<file path="src/rtl/st_vip_packetizer_pkg.sv">
// Shared types and constants for the Avalon-ST to VIP packetizer.
package st_vip_pkg;
    typedef enum logic [2:0] {
        IDLE,
        CTRL_ID,
        CTRL_DATA,
        VID_ID,
        DATA,
        DRAIN
    } state_t;

    localparam logic [3:0] VIP_CTRL_ID  = 4'hF;
    localparam logic [3:0] VIP_VIDEO_ID = 4'h0;
    localparam int         CTRL_NIBBLES = 9;

    // Number of beats needed to carry the nine control nibbles.
    function automatic int ctrl_beats(input int s);
        return (CTRL_NIBBLES + s - 1) / s;
    endfunction
endpackage

</file>
<file path="src/rtl/st_vip_packetizer_if.sv">
// Config, sink, source and status bundle for st_vip_packetizer.
interface st_vip_packetizer_if #(
    parameter int DATA_WIDTH = 24
);
    logic [15:0]           cfg_width;
    logic [15:0]           cfg_height;
    logic [3:0]            cfg_interlace;
    logic [15:0]           din_data;
    logic                  din_valid;
    logic                  din_startofpacket;
    logic                  din_endofpacket;
    logic                  din_ready;
    logic [DATA_WIDTH-1:0] dout_data;
    logic                  dout_valid;
    logic                  dout_startofpacket;
    logic                  dout_endofpacket;
    logic                  dout_ready;
    logic                  frame_done;
    logic                  short_frame;
    logic                  long_frame;

    modport master (
        output cfg_width, cfg_height, cfg_interlace,
        output din_data, din_valid, din_startofpacket, din_endofpacket,
        input  din_ready,
        input  dout_data, dout_valid, dout_startofpacket, dout_endofpacket,
        output dout_ready,
        input  frame_done, short_frame, long_frame
    );

    modport slave (
        input  cfg_width, cfg_height, cfg_interlace,
        input  din_data, din_valid, din_startofpacket, din_endofpacket,
        output din_ready,
        output dout_data, dout_valid, dout_startofpacket, dout_endofpacket,
        input  dout_ready,
        output frame_done, short_frame, long_frame
    );
endinterface

</file>
<file path="src/rtl/st_vip_packetizer_expand.sv">
// RGB565 to BITS_PER_SYMBOL-per-channel expansion by repeating each channel's MSBs.
module rgb565_expand #(
    parameter int BITS_PER_SYMBOL = 8
) (
    input  logic [15:0]                rgb,
    output logic [BITS_PER_SYMBOL-1:0] r,
    output logic [BITS_PER_SYMBOL-1:0] g,
    output logic [BITS_PER_SYMBOL-1:0] b
);
    // Cycling through the source bits MSB-first gives {x, x[msb..]} for any width.
    always_comb begin
        r = '0;
        g = '0;
        b = '0;
        for (int i = 0; i < BITS_PER_SYMBOL; i++) begin
            r[BITS_PER_SYMBOL-1-i] = rgb[15 - (i % 5)];
            g[BITS_PER_SYMBOL-1-i] = rgb[10 - (i % 6)];
            b[BITS_PER_SYMBOL-1-i] = rgb[4 - (i % 5)];
        end
    end
endmodule

</file>
<file path="src/rtl/st_vip_packetizer.sv">
// Wraps each RGB565 frame as a VIP control packet plus video packet, repairing
// frames whose pixel count disagrees with the configured width*height.
module st_vip_packetizer
    import st_vip_pkg::*;
#(
    parameter int BITS_PER_SYMBOL  = 8,
    parameter int SYMBOLS_PER_BEAT = 3,
    parameter int DATA_WIDTH       = BITS_PER_SYMBOL * SYMBOLS_PER_BEAT
) (
    input logic                clk,
    input logic                rst_n,
    st_vip_packetizer_if.slave bus
);
    localparam int         N_CTRL    = ctrl_beats(SYMBOLS_PER_BEAT);
    localparam logic [3:0] LAST_BEAT = 4'(N_CTRL - 1);

    state_t                state, state_d;
    logic [3:0]            beat_cnt;
    logic [31:0]           pix_cnt, pix_inc, total;
    logic [15:0]           width_q, height_q;
    logic [3:0]            ilace_q;
    logic [3:0]            nib [CTRL_NIBBLES];
    logic [DATA_WIDTH-1:0] ctrl_word, pix_word, dout_data;
    logic                  din_rdy, dout_vld, dout_sop, dout_eop, at_total;
    logic                  frame_done_d, short_d, long_d;
    logic                  frame_done_q, short_q, long_q;

    generate
        if (SYMBOLS_PER_BEAT == 3) begin : g_rgb
            logic [BITS_PER_SYMBOL-1:0] r, g, b;
            rgb565_expand #(.BITS_PER_SYMBOL(BITS_PER_SYMBOL)) u_expand (
                .rgb(bus.din_data), .r(r), .g(g), .b(b)
            );
            assign pix_word = {r, g, b};
        end else begin : g_raw
            always_comb begin
                pix_word = '0;
                for (int i = 0; i < DATA_WIDTH && i < 16; i++) pix_word[i] = bus.din_data[i];
            end
        end
    endgenerate

    assign nib[0] = width_q[15:12];
    assign nib[1] = width_q[11:8];
    assign nib[2] = width_q[7:4];
    assign nib[3] = width_q[3:0];
    assign nib[4] = height_q[15:12];
    assign nib[5] = height_q[11:8];
    assign nib[6] = height_q[7:4];
    assign nib[7] = height_q[3:0];
    assign nib[8] = ilace_q;

    // Nibble k lands in the low bits of symbol k%S on beat k/S.
    always_comb begin
        ctrl_word = '0;
        for (int k = 0; k < CTRL_NIBBLES; k++) begin
            if (k / SYMBOLS_PER_BEAT == int'(beat_cnt))
                ctrl_word[(k % SYMBOLS_PER_BEAT)*BITS_PER_SYMBOL +: 4] = nib[k];
        end
    end

    assign pix_inc  = pix_cnt + 32'd1;
    assign at_total = (total != 32'd0) && (pix_inc == total);

    always_comb begin
        state_d      = state;
        din_rdy      = 1'b0;
        dout_vld     = 1'b0;
        dout_sop     = 1'b0;
        dout_eop     = 1'b0;
        dout_data    = '0;
        frame_done_d = 1'b0;
        short_d      = 1'b0;
        long_d       = 1'b0;
        unique case (state)
            IDLE: begin
                // Stray beats before a SOP are swallowed; the SOP pixel waits for DATA.
                if (bus.din_valid) begin
                    if (bus.din_startofpacket) state_d = CTRL_ID;
                    else                       din_rdy = 1'b1;
                end
            end
            CTRL_ID: begin
                dout_vld       = 1'b1;
                dout_sop       = 1'b1;
                dout_data[3:0] = VIP_CTRL_ID;
                if (bus.dout_ready) state_d = CTRL_DATA;
            end
            CTRL_DATA: begin
                dout_vld  = 1'b1;
                dout_data = ctrl_word;
                dout_eop  = (beat_cnt == LAST_BEAT);
                if (bus.dout_ready && beat_cnt == LAST_BEAT) state_d = VID_ID;
            end
            VID_ID: begin
                dout_vld       = 1'b1;
                dout_sop       = 1'b1;
                dout_data[3:0] = VIP_VIDEO_ID;
                if (bus.dout_ready) state_d = DATA;
            end
            DATA: begin
                dout_vld  = bus.din_valid;
                din_rdy   = bus.dout_ready;
                dout_data = pix_word;
                dout_eop  = bus.din_valid & (bus.din_endofpacket | at_total);
                if (bus.din_valid && bus.dout_ready) begin
                    if (bus.din_endofpacket) begin
                        state_d      = IDLE;
                        frame_done_d = 1'b1;
                        short_d      = (pix_inc < total);
                    end else if (at_total) begin
                        state_d      = DRAIN;
                        frame_done_d = 1'b1;
                        long_d       = 1'b1;
                    end
                end
            end
            DRAIN: begin
                din_rdy = 1'b1;
                if (bus.din_valid && bus.din_endofpacket) state_d = IDLE;
            end
            default: state_d = IDLE;
        endcase
    end

    always_ff @(posedge clk or negedge rst_n) begin
        if (!rst_n) begin
            state        <= IDLE;
            beat_cnt     <= '0;
            pix_cnt      <= '0;
            total        <= '0;
            width_q      <= '0;
            height_q     <= '0;
            ilace_q      <= '0;
            frame_done_q <= 1'b0;
            short_q      <= 1'b0;
            long_q       <= 1'b0;
        end else begin
            state        <= state_d;
            frame_done_q <= frame_done_d;
            short_q      <= short_d;
            long_q       <= long_d;
            if (state == IDLE && bus.din_valid && bus.din_startofpacket) begin
                width_q  <= bus.cfg_width;
                height_q <= bus.cfg_height;
                ilace_q  <= bus.cfg_interlace;
            end
            if (state == CTRL_ID) begin
                total    <= 32'(width_q) * 32'(height_q);
                pix_cnt  <= '0;
                beat_cnt <= '0;
            end
            if (state == CTRL_DATA && bus.dout_ready) beat_cnt <= beat_cnt + 4'd1;
            if (state == DATA && bus.din_valid && bus.dout_ready) pix_cnt <= pix_inc;
        end
    end

    assign bus.din_ready          = din_rdy;
    assign bus.dout_valid         = dout_vld;
    assign bus.dout_startofpacket = dout_sop;
    assign bus.dout_endofpacket   = dout_eop;
    assign bus.dout_data          = dout_data;
    assign bus.frame_done         = frame_done_q;
    assign bus.short_frame        = short_q;
    assign bus.long_frame         = long_q;
endmodule

</file>
<file path="src/flat_wrapper.sv">
// flat-port wrapper written by rule: the top's interface ports become plain ports
module st_vip_packetizer_flat import st_vip_pkg::*;
#(
    parameter int BITS_PER_SYMBOL  = 8,
    parameter int SYMBOLS_PER_BEAT = 3,
    parameter int DATA_WIDTH       = BITS_PER_SYMBOL * SYMBOLS_PER_BEAT
)
  (clk, rst_n, bus_cfg_width, bus_cfg_height, bus_cfg_interlace, bus_din_data, bus_din_valid, bus_din_startofpacket, bus_din_endofpacket, bus_din_ready, bus_dout_data, bus_dout_valid, bus_dout_startofpacket, bus_dout_endofpacket, bus_dout_ready, bus_frame_done, bus_short_frame, bus_long_frame);
  st_vip_packetizer_if #(.DATA_WIDTH(DATA_WIDTH)) bus_i ();
  input logic clk;
  input logic rst_n;
  input wire logic [$bits(bus_i.cfg_width)-1:0] bus_cfg_width;
  input wire logic [$bits(bus_i.cfg_height)-1:0] bus_cfg_height;
  input wire logic [$bits(bus_i.cfg_interlace)-1:0] bus_cfg_interlace;
  input wire logic [$bits(bus_i.din_data)-1:0] bus_din_data;
  input wire logic [$bits(bus_i.din_valid)-1:0] bus_din_valid;
  input wire logic [$bits(bus_i.din_startofpacket)-1:0] bus_din_startofpacket;
  input wire logic [$bits(bus_i.din_endofpacket)-1:0] bus_din_endofpacket;
  output wire logic [$bits(bus_i.din_ready)-1:0] bus_din_ready;
  output wire logic [$bits(bus_i.dout_data)-1:0] bus_dout_data;
  output wire logic [$bits(bus_i.dout_valid)-1:0] bus_dout_valid;
  output wire logic [$bits(bus_i.dout_startofpacket)-1:0] bus_dout_startofpacket;
  output wire logic [$bits(bus_i.dout_endofpacket)-1:0] bus_dout_endofpacket;
  input wire logic [$bits(bus_i.dout_ready)-1:0] bus_dout_ready;
  output wire logic [$bits(bus_i.frame_done)-1:0] bus_frame_done;
  output wire logic [$bits(bus_i.short_frame)-1:0] bus_short_frame;
  output wire logic [$bits(bus_i.long_frame)-1:0] bus_long_frame;
  assign bus_i.cfg_width = bus_cfg_width;
  assign bus_i.cfg_height = bus_cfg_height;
  assign bus_i.cfg_interlace = bus_cfg_interlace;
  assign bus_i.din_data = bus_din_data;
  assign bus_i.din_valid = bus_din_valid;
  assign bus_i.din_startofpacket = bus_din_startofpacket;
  assign bus_i.din_endofpacket = bus_din_endofpacket;
  assign bus_din_ready = bus_i.din_ready;
  assign bus_dout_data = bus_i.dout_data;
  assign bus_dout_valid = bus_i.dout_valid;
  assign bus_dout_startofpacket = bus_i.dout_startofpacket;
  assign bus_dout_endofpacket = bus_i.dout_endofpacket;
  assign bus_i.dout_ready = bus_dout_ready;
  assign bus_frame_done = bus_i.frame_done;
  assign bus_short_frame = bus_i.short_frame;
  assign bus_long_frame = bus_i.long_frame;
  st_vip_packetizer #(.BITS_PER_SYMBOL(BITS_PER_SYMBOL), .SYMBOLS_PER_BEAT(SYMBOLS_PER_BEAT), .DATA_WIDTH(DATA_WIDTH)) u_core (.clk(clk), .rst_n(rst_n), .bus(bus_i));
endmodule
</file>
<file path="config.mk">
export PLATFORM = sky130hd
export DESIGN_NAME = st_vip_packetizer_flat
export DESIGN_NICKNAME = d
export VERILOG_FILES = /design/src/rtl/st_vip_packetizer_pkg.sv /design/src/rtl/st_vip_packetizer_if.sv /design/src/rtl/st_vip_packetizer_expand.sv /design/src/rtl/st_vip_packetizer.sv /design/src/flat_wrapper.sv
export SDC_FILE = /design/constraint.sdc
export NUM_CORES = 1
export LEC_CHECK = 0
export ABC_CLOCK_PERIOD_IN_PS = 11500
export CORE_MARGIN = 2
export CORE_UTILIZATION = 55
export DETAILED_ROUTE_END_ITERATION = 8
export GPL_TIMING_DRIVEN = 0
export PLACE_DENSITY = 0.75
export SLEW_MARGIN = 0
export SYNTH_ARGS = -nofsm -noshare
export SYNTH_HDL_FRONTEND = slang
export SYNTH_SLANG_ARGS = --single-unit
</file>
<file path="constraint.sdc">
create_clock -name clk -period 11.5 [get_ports clk]
set_input_delay 1.15 -clock clk [delete_from_list [all_inputs] [get_ports clk]]
set_output_delay 1.15 -clock clk [all_outputs]
set_load 0.1 [all_outputs]
</file>
==> results of run 1 <==
metrics by stage:
stage | std cells | hold slack (ns)
floorplan | 1700 | 0.468
detailed placement | 2130 | 0.499
finish | 2146 | 0.520
CTS | 2146 | 0.522
global placement | 2129 | 0.488
global route | 2146 | 0.535
final timing paths:
path / start / end / slack, ns / cells past startpoint
max in group asynchronous: rst_n / u_core.width_q[11]$_DFFE_PN0P_ / 9.96 / 2
hold reg to reg: u_core.ilace_q[0]$_DFFE_PN0P_ / u_core.ilace_q[0]$_DFFE_PN0P_ / 0.52 / 1
hold / removal: u_core.ilace_q[0]$_DFFE_PN0P_ / u_core.ilace_q[0]$_DFFE_PN0P_ / 0.52 / 1
setup / recovery: u_core.height_q[9]$_DFFE_PN0P_ / u_core.total[31]$_DFFE_PN0P_ / 4.25 / 22
setup reg to reg: u_core.height_q[9]$_DFFE_PN0P_ / u_core.total[31]$_DFFE_PN0P_ / 4.25 / 22
min in group asynchronous: rst_n / u_core.pix_cnt[12]$_DFFE_PN0P_ / 0.77 / 1
synth_stat cells (25+ instances only):
cell type  count  area share
mux2_2        36       0.027
inv_1        259       0.065
a21oi_1       57       0.019
xnor2_1       33       0.019
nor2_1        57       0.014
o21ai_0       98       0.033
nand3_1       34       0.011
and3_1        27       0.011
and2_1       130       0.054
nand2_1      228       0.057
a21o_1        25       0.012
dfrtp_1      110        0.18
ha_1         141        0.12
clkbuf_1      71       0.018
fa_1         194        0.26
cell type report:
cell class	instances	area (sq um)	share of cell area
tap	341	427	0.0256
clock buffer	10	229	0.0137
buffer	87	378	0.0226
clock inverter	6	80.1	0.00480
multi-input combinational	1244	11000	0.656
timing repair buffer	89	906	0.0542
sequential	110	2750	0.165
inverter	259	972	0.0582
worst max-delay path: stages, from the launching register on:
cell and delay [ns]:
dfrtp_1 0.32, clkbuf_1 0.54, clkbuf_1 0.55, nand2_1 0.15, fa_1 0.51, inv_1 0.05
fa_1 0.49, inv_1 0.05, fa_1 0.52, inv_1 0.05, fa_1 0.45, fa_1 0.49
inv_1 0.05, fa_1 0.53, inv_1 0.06, ha_1 0.37, a21oi_1 0.26, o21ai_0 0.19
a221o_1 0.35, a31oi_1 0.44, a21oi_1 0.19, or4_1 0.43, o211ai_1 0.10
state kept, by name, summed over array words and instances, names as in the netlist:
signal,flops
u_core.state,3
u_core.bus.long_frame,1
u_core.height_q,16
u_core.beat_cnt,4
u_core.width_q,16
u_core.total,32
u_core.pix_cnt,32
u_core.bus.frame_done,1
u_core.bus.short_frame,1
u_core.ilace_q,4
per-layer routing:
layer  track usage  vias to the layer above  wire length (um)
met1         0.404                     6243             17200
met3        0.0711                      108              3830
met5             0                        -                 0
met2         0.497                      581             19300
li1              -                     5690                 -
met4         0.135                        0              1840
cell families (layout without fill, tap and decap cells):
family	after synthesis	in the layout	synth area share
AOI/OAI and AO/OA	266	266	0.107
muxes	37	37	0.0276
and+or+nand+nor	549	549	0.184
adders and majority gates	335	335	0.375
DFF	110	110	0.183
xor gates and xnor gates	57	57	0.0332
buffers and inverters	346	451	0.0897
==> impl_metrics.yaml, run 1 <==
clock_network:
  clk_path_buf_depth: 2
  hold_buffers: 0
  post_cts_resized: 0
  cts_tree: "done"
  cts.htree.levels: 3
  cts.clk_slew.worst_paths_ns: 0.08
  ctsRootBufferMaster: "clkbuf_16"
  clock-sinks: 110
  clock_latency_ns: 0.37
  cts_inserted_buffers: 9
  post_cts.repair.setup_buffers: 0
finish:
  insertedDiodeCount: 0
  layout-drive-gt1-share: 0.0438
  num-nets-final: 2193
  fillerInstances: 2305
  final_cell_mix: "259 x inv_1, 228 x nand2_1, 194 x fa_1"
  area_growth_pct: 10.9
  fin_util: 0.620
  final_common_cell: "inv_1"
  stdcell_area_sq_um: 16700
floorplanning:
  rows: 60
  ios: 89
  dieHeight_um: 169
  die_area_sq_um: 28700
  dieWidth_um: 169
  design.core.area_sq_um: 27000
  start_util: 0.559
logic_synthesis:
  synthArstFlopShare: 1.00
  synth_seq_cells: 110
  netlist_area_sq_um: 15100
  synth_cells: 1700
  netlist-cell-type-count: 62
  synth_edf_count: 0
  synth_top_flop_cell: "dfrtp_1"
  yosysWarnings: 0
  avgSynthCellArea_sq_um: 8.86
  synth_fp_nets: 2093
  seq_area_frac_synth: 0.183
setup_path:
  crit_required_ns: 11.78
  worstSetupPathType: "register to register"
  worst-endpoint-arrival_ns: 7.52
  start_kind: "register"
  path_max_fanout: 10
  worstSetupEndpointType: "register"
timing:
  drv_slew: 0
  hold_viol: 0
  rsz0062_at_grt: "no"
  fin_skew_ns: 0.0136
  fin_crit_ns: 7.25
  tightestPinTransition_ns: 1.11
  slew_headroom: 0.254
  period_share: 0.630
  max_freq_ghz: 0.138
  fin_ws_ns: 4.25
  tns_ns: 0
  finalSetupViolations: 0
grt:
  grt.overflow.total: 0
  antenna_found_initial: 0
  grt_max_degree: 71
  grt_pass1_wl_um: 68200
  track_usage: 0.309
  grt_pass1_vias: 13100
placed_design:
  dp_hpwl_um: 33500
  gp_congestion: 0.952
  port_buffers: 88
  place_ws_ns: 4.37
  postPlaceCellArea_sq_um: 16400
drt:
  drtPass1Iterations: 6
  vias_per_cell: 5.88
  wire_per_inst_um: 19.7
  drt-total-wl_um: 42200
  drt_iter0_markers: 1226
  drc: 0
  antenna_left: 0
  vias: 12600
flow_run:
  drv_cap: 0
run_status:
  outcome: "complete, no violations"
worst_hold_path:
  hold_path_class: "register to register"
Power of run 1 is not shown: default switching activity piles up to over one toggle a cycle in this logic, so the estimate is an artifact.
==> inputs of run 2 (changes only) <==
--- a/config.mk
+++ b/config.mk
@@ -5,12 +5,12 @@
 export SDC_FILE = /design/constraint.sdc
 export NUM_CORES = 1
 export LEC_CHECK = 0
-export ABC_CLOCK_PERIOD_IN_PS = 11500
+export ABC_CLOCK_PERIOD_IN_PS = 6510
 export CORE_MARGIN = 2
 export CORE_UTILIZATION = 55
 export DETAILED_ROUTE_END_ITERATION = 8
 export GPL_TIMING_DRIVEN = 0
-export PLACE_DENSITY = 0.75
+export PLACE_DENSITY = 0.77
 export SLEW_MARGIN = 0
 export SYNTH_ARGS = -nofsm -noshare
 export SYNTH_HDL_FRONTEND = slang
==> constraint.sdc (replaced) <==
create_clock -name clk -period 6.51 [get_ports clk]
set_input_delay 0.651 -clock clk [delete_from_list [all_inputs] [get_ports clk]]
set_output_delay 0.651 -clock clk [all_outputs]
set_load 0.1 [all_outputs]
==> impl_metrics.yaml, run 2 (synthesis gave the netlist of run 1 again) <==
timing:
  slew_headroom: 0.232
  drv_slew: 0
  holdWs_ns: 0.334
  rsz0062_at_grt: "yes"
  tightestPinTransition_ns: 1.14
  max_freq_ghz: 0.156
  fin_skew_ns: 0.0201
  fin_ws_ns: 0.114
  fin_crit_ns: 6.40
  period_share: 0.982
  finalSetupViolations: 0
  hold_viol: 0
grt:
  grt_max_degree: 58
  grt.overflow.total: 0
  grt_pass1_wl_um: 67900
  antenna_found_initial: 0
  grt_pass1_vias: 13000
  track_usage: 0.307
finish:
  insertedDiodeCount: 0
  final_common_cell: "inv_1"
  final_cell_mix: "259 x inv_1, 228 x nand2_1, 194 x fa_1"
  num-nets-final: 2191
  fillerInstances: 2281
  stdcell_area_sq_um: 16800
  area_growth_pct: 11.8
  finalNonFillerCells: 2144
  top_regs: "u_core.pix_cnt (32), u_core.total (32)"
  layout-drive-gt1-share: 0.0765
placed_design:
  place_ws_ns: -0.662
  postPlaceCellArea_sq_um: 16400
  dp.cells: 2130
  port_buffers: 88
  gp_congestion: 0.975
  dp_hpwl_um: 33500
setup_path:
  r2r-start: "u_core.height_q[7]$_DFFE_PN0P_"
  worst_r2r_path_depth: 21
  rrSetupSlack_ns: 0.11
  crit_required_ns: 6.78
  worst-endpoint-arrival_ns: 6.67
  r2r_end: "u_core.total[31]$_DFFE_PN0P_"
  start_kind: "register"
  worstSetupEndpointType: "register"
  worstSetupPathType: "register to register"
  path_max_fanout: 10
drt:
  drt-total-wl_um: 42200
  wire_per_inst_um: 19.7
  drtPass1Iterations: 6
  drc: 0
  vias_per_cell: 5.91
  drt_iter0_markers: 1029
  vias: 12700
  antenna_left: 0
floorplanning:
  die_area_sq_um: 28700
  start_util: 0.559
  rows: 60
  dieHeight_um: 169
  design.core.area_sq_um: 27000
  ios: 89
  dieWidth_um: 169
clock_network:
  cts.htree.levels: 3
  ctsRootBufferMaster: "clkbuf_16"
  clock-sinks: 110
  clock_latency_ns: 0.37
  cts.clk_slew.worst_paths_ns: 0.09
  hold_buffers: 0
  clk_path_buf_depth: 2
  cts_inserted_buffers: 9
  cts_tree: "done"
flow_run:
  drv_cap: 0
run_status:
  outcome: "complete, no violations"
worst_hold_path:
  hold_path_class: "input pin to async pin"
[run 2: worst max path at each step]
stage                                    to  slack (ns)                       startpoint
2_1_floorplan  u_core.total[31]$_DFFE_PN0P_        0.58   u_core.height_q[7]$_DFFE_PN0P_
3_3_place_gp   u_core.total[31]$_DFFE_PN0P_       -0.50   u_core.height_q[9]$_DFFE_PN0P_
3_5_place_dp   u_core.total[31]$_DFFE_PN0P_       -0.66   u_core.height_q[3]$_DFFE_PN0P_
4_1_cts        u_core.total[31]$_DFFE_PN0P_       0.001   u_core.width_q[13]$_DFFE_PN0P_
5_1_grt        u_core.total[31]$_DFFE_PN0P_      0.0008  u_core.height_q[14]$_DFFE_PN0P_
6_report       u_core.total[31]$_DFFE_PN0P_        0.11   u_core.height_q[7]$_DFFE_PN0P_
[run 2: per-stage QoR]
stage	util	TNS [ns]
CTS	0.621	0
global route	0.625	0
detailed placement	0.608	-3.83
global placement	0.607	-2.28
finish	0.625	0
floorplan	-	0
[run 2: critical path, cell delays in order, from the launching register on]
cell and delay, ns:
dfrtp_2 0.55, clkbuf_4 0.30, nand2_1 0.11, fa_1 0.56, inv_1 0.06, fa_1 0.49
inv_1 0.05, fa_1 0.53, inv_1 0.05, fa_1 0.45, fa_1 0.49, inv_1 0.05
fa_1 0.53, inv_1 0.06, ha_1 0.38, a21oi_2 0.20, o21ai_0 0.16, a221o_1 0.39
a31oi_4 0.26, a21oi_1 0.13, or4_1 0.41, o211ai_1 0.10
[run 2: final cells by class]
type                       count  area (sq um)  share of cell area
clock buffer                  11           243              0.0144
timing repair buffer          96           961              0.0571
multi-input combinational   1244         11000               0.652
inverter                     259           972              0.0578
sequential                   110          2780               0.165
clock inverter                 5          70.1             0.00416
tap                          341           427              0.0253
buffer                        78           403              0.0239
[run 2: metal layers]
layer	up-vias	global-route usage	share of wire
li1	5684	-	-
met1	6253	0.417	0.42
met4	0	0.123	0.039
met3	112	0.0637	0.086
met5	-	0	0
met2	615	0.484	0.46
[run 2: timing repair]
action                     4_1_cts  5_1_grt
pin swaps                        0        0
cloned                           0        0
resized for setup               36       50
buffers inserted                 0        7
setup endpoints to repair       14       13
Power of run 2 is left out for the same reason.
==> inputs of run 3 (changes only) <==
--- a/config.mk
+++ b/config.mk
@@ -11,7 +11,9 @@
 export DETAILED_ROUTE_END_ITERATION = 8
 export GPL_TIMING_DRIVEN = 0
 export PLACE_DENSITY = 0.77
+export RECOVER_POWER = 100
 export SLEW_MARGIN = 0
 export SYNTH_ARGS = -nofsm -noshare
 export SYNTH_HDL_FRONTEND = slang
 export SYNTH_SLANG_ARGS = --single-unit
+export TNS_END_PERCENT = 10
==> impl_metrics.yaml, run 3 (synthesis gave the netlist of run 1 again) <==
drt:
  vias_per_cell: 5.91
  drtPass1Iterations: 5
  drt_iter0_markers: 962
  drt-total-wl_um: 42100
  drc: 0
  vias: 12700
  antenna_left: 0
  wire_per_inst_um: 19.7
setup_path:
  path_max_fanout: 10
  worstSetupPathType: "register to register"
  start_kind: "register"
  worst_r2r_path_depth: 21
  crit_family: "adder cells"
  crit_path_max_incr_delay_ns: 0.56
  worst-endpoint-arrival_ns: 6.77
  worst_path_max_delay_cell: "fa_1"
  worstSetupEndpointType: "register"
  r2r-start: "u_core.height_q[7]$_DFFE_PN0P_"
  path_common_cell: "fa_1"
  crit_required_ns: 6.78
  path_cells: "clkbuf_2, nand2_1, fa_1, inv_1, fa_1, inv_1, fa_1, inv_1, fa_1, fa_1, inv_1, fa_1, inv_1, ha_1, a21oi_1, o21ai_0, a221o_1, a31oi_4, a21oi_1, or4_1, o211ai_1"
  rrSetupSlack_ns: 0.008
  path_buf_inv: 6
  r2r_end: "u_core.total[31]$_DFFE_PN0P_"
clock_network:
  clk_path_buf_depth: 2
  clock_latency_ns: 0.37
  cts_inserted_buffers: 9
  ctsRootBufferMaster: "clkbuf_16"
  cts.htree.levels: 3
  clock-sinks: 110
  cts.clk_slew.worst_paths_ns: 0.08
  cts_tree: "done"
timing:
  finalSetupViolations: 0
  fin_crit_ns: 6.50
  drv_slew: 64
  tightestPinTransition_ns: 3.07
  rsz0062_at_grt: "yes"
  max_freq_ghz: 0.154
  fin_skew_ns: 0.0230
  slew_headroom: -1.05
  period_share: 0.999
  hold_viol: 0
finish:
  num-nets-final: 2189
  layout-drive-gt1-share: 0.0633
  final_common_cell: "inv_1"
  final_cell_mix: "259 x inv_1, 228 x nand2_1, 194 x fa_1"
  insertedDiodeCount: 0
  area_growth_pct: 11.2
  top_regs: "u_core.pix_cnt (32), u_core.total (32)"
  finalNonFillerCells: 2142
grt:
  grt.overflow.total: 0
  antenna_found_initial: 0
  grt_pass1_wl_um: 67900
  track_usage: 0.307
  grt_pass1_vias: 13000
  grt_max_degree: 58
floorplanning:
  die_area_sq_um: 28700
  dieHeight_um: 169
  dieWidth_um: 169
  rows: 60
  ios: 89
  start_util: 0.559
  design.core.area_sq_um: 27000
placed_design:
  dp_hpwl_um: 33500
  port_buffers: 88
  gp_congestion: 0.975
  dp.cells: 2130
worst_hold_path:
  hold_path.startpoint: "u_core.total[18]$_DFFE_PN0P_"
  hold_path_class: "register to register"
  hold_end: "u_core.total[18]$_DFFE_PN0P_"
  hold-path-cell-count: 2
flow_run:
  drv_cap: 2
run_status:
  outcome: "complete, but fails checks"
  violations: "capacitance limit, slew limit"
## run 3: cell types whose count changed in the layout (fill, tap and decap cells not counted), sizes merged
cell and delta:
buf -19, clkbuf +17, clkdlybuf4s50 -31, dlygate4sd3 +31
## run 3: per-stage QoR
| stage | setup TNS, ns | worst slack [ns] | hold slack (ns) | cell area, sq um | util |
|---|---|---|---|---|---|
| finish | 0 | 0.00805 | 0.518 | 16700 | 0.621 |
| global route | -0.420 | -0.100 | 0.536 | 16700 | 0.621 |
| global placement | -2.28 | -0.497 | 0.490 | 16400 | 0.607 |
| floorplan | 0 | 0.580 | 0.355 | 15100 | - |
| CTS | 0 | 0.00147 | 0.364 | 16700 | 0.621 |
| detailed placement | -3.83 | -0.662 | 0.497 | 16400 | 0.608 |
## run 3: area by class of cell
type | instances | area (sq um)
plain buffers | 79 | 374
clock buffers | 11 | 243
clock inverters | 5 | 70.1
fillers | 2298 | 10200
inverters | 259 | 972
multi-input cells | 1244 | 11000
flip-flops and latches | 110 | 2780
well taps | 341 | 427
repair buffers | 93 | 935
## run 3: worst max path at each step
stage,start,endpoint,cells past startpoint
after floorplan,u_core.height_q[7]$_DFFE_PN0P_,u_core.total[31]$_DFFE_PN0P_,22
after global placement,u_core.height_q[9]$_DFFE_PN0P_,u_core.total[31]$_DFFE_PN0P_,22
after detailed placement,u_core.height_q[3]$_DFFE_PN0P_,u_core.total[31]$_DFFE_PN0P_,20
after CTS,u_core.width_q[13]$_DFFE_PN0P_,u_core.total[31]$_DFFE_PN0P_,19
after global routing,u_core.height_q[4]$_DFFE_PN0P_,u_core.total[31]$_DFFE_PN0P_,20
final,u_core.height_q[7]$_DFFE_PN0P_,u_core.total[31]$_DFFE_PN0P_,21
## run 3: worst min-delay path: cells and delay by family (launching register included)
| family | cells | cell delay [ns] |
|---|---|---|
| AOI/OAI and AO/OA | 1 | 0.06 |
| DFF | 1 | 0.37 |
| and+or+nand+nor | 1 | 0.05 |
## run 3: what timing repair did
action                                  4_1_cts  5_1_grt
cloned                                        0        0
hold buffers                                  0        0
pin swaps                                     0        0
gates resized for setup                      36       33
endpoints found under the setup margin       14       13
buffers inserted                              0        4
## run 3: metal layers
layer	share of wire	track usage	vias up
met1	0.41	0.417	6228
met4	0.041	0.123	0
met3	0.093	0.0637	114
li1	-	-	5686
met5	0	0	-
met2	0.45	0.484	637
Power of run 3 is left out for the same reason.
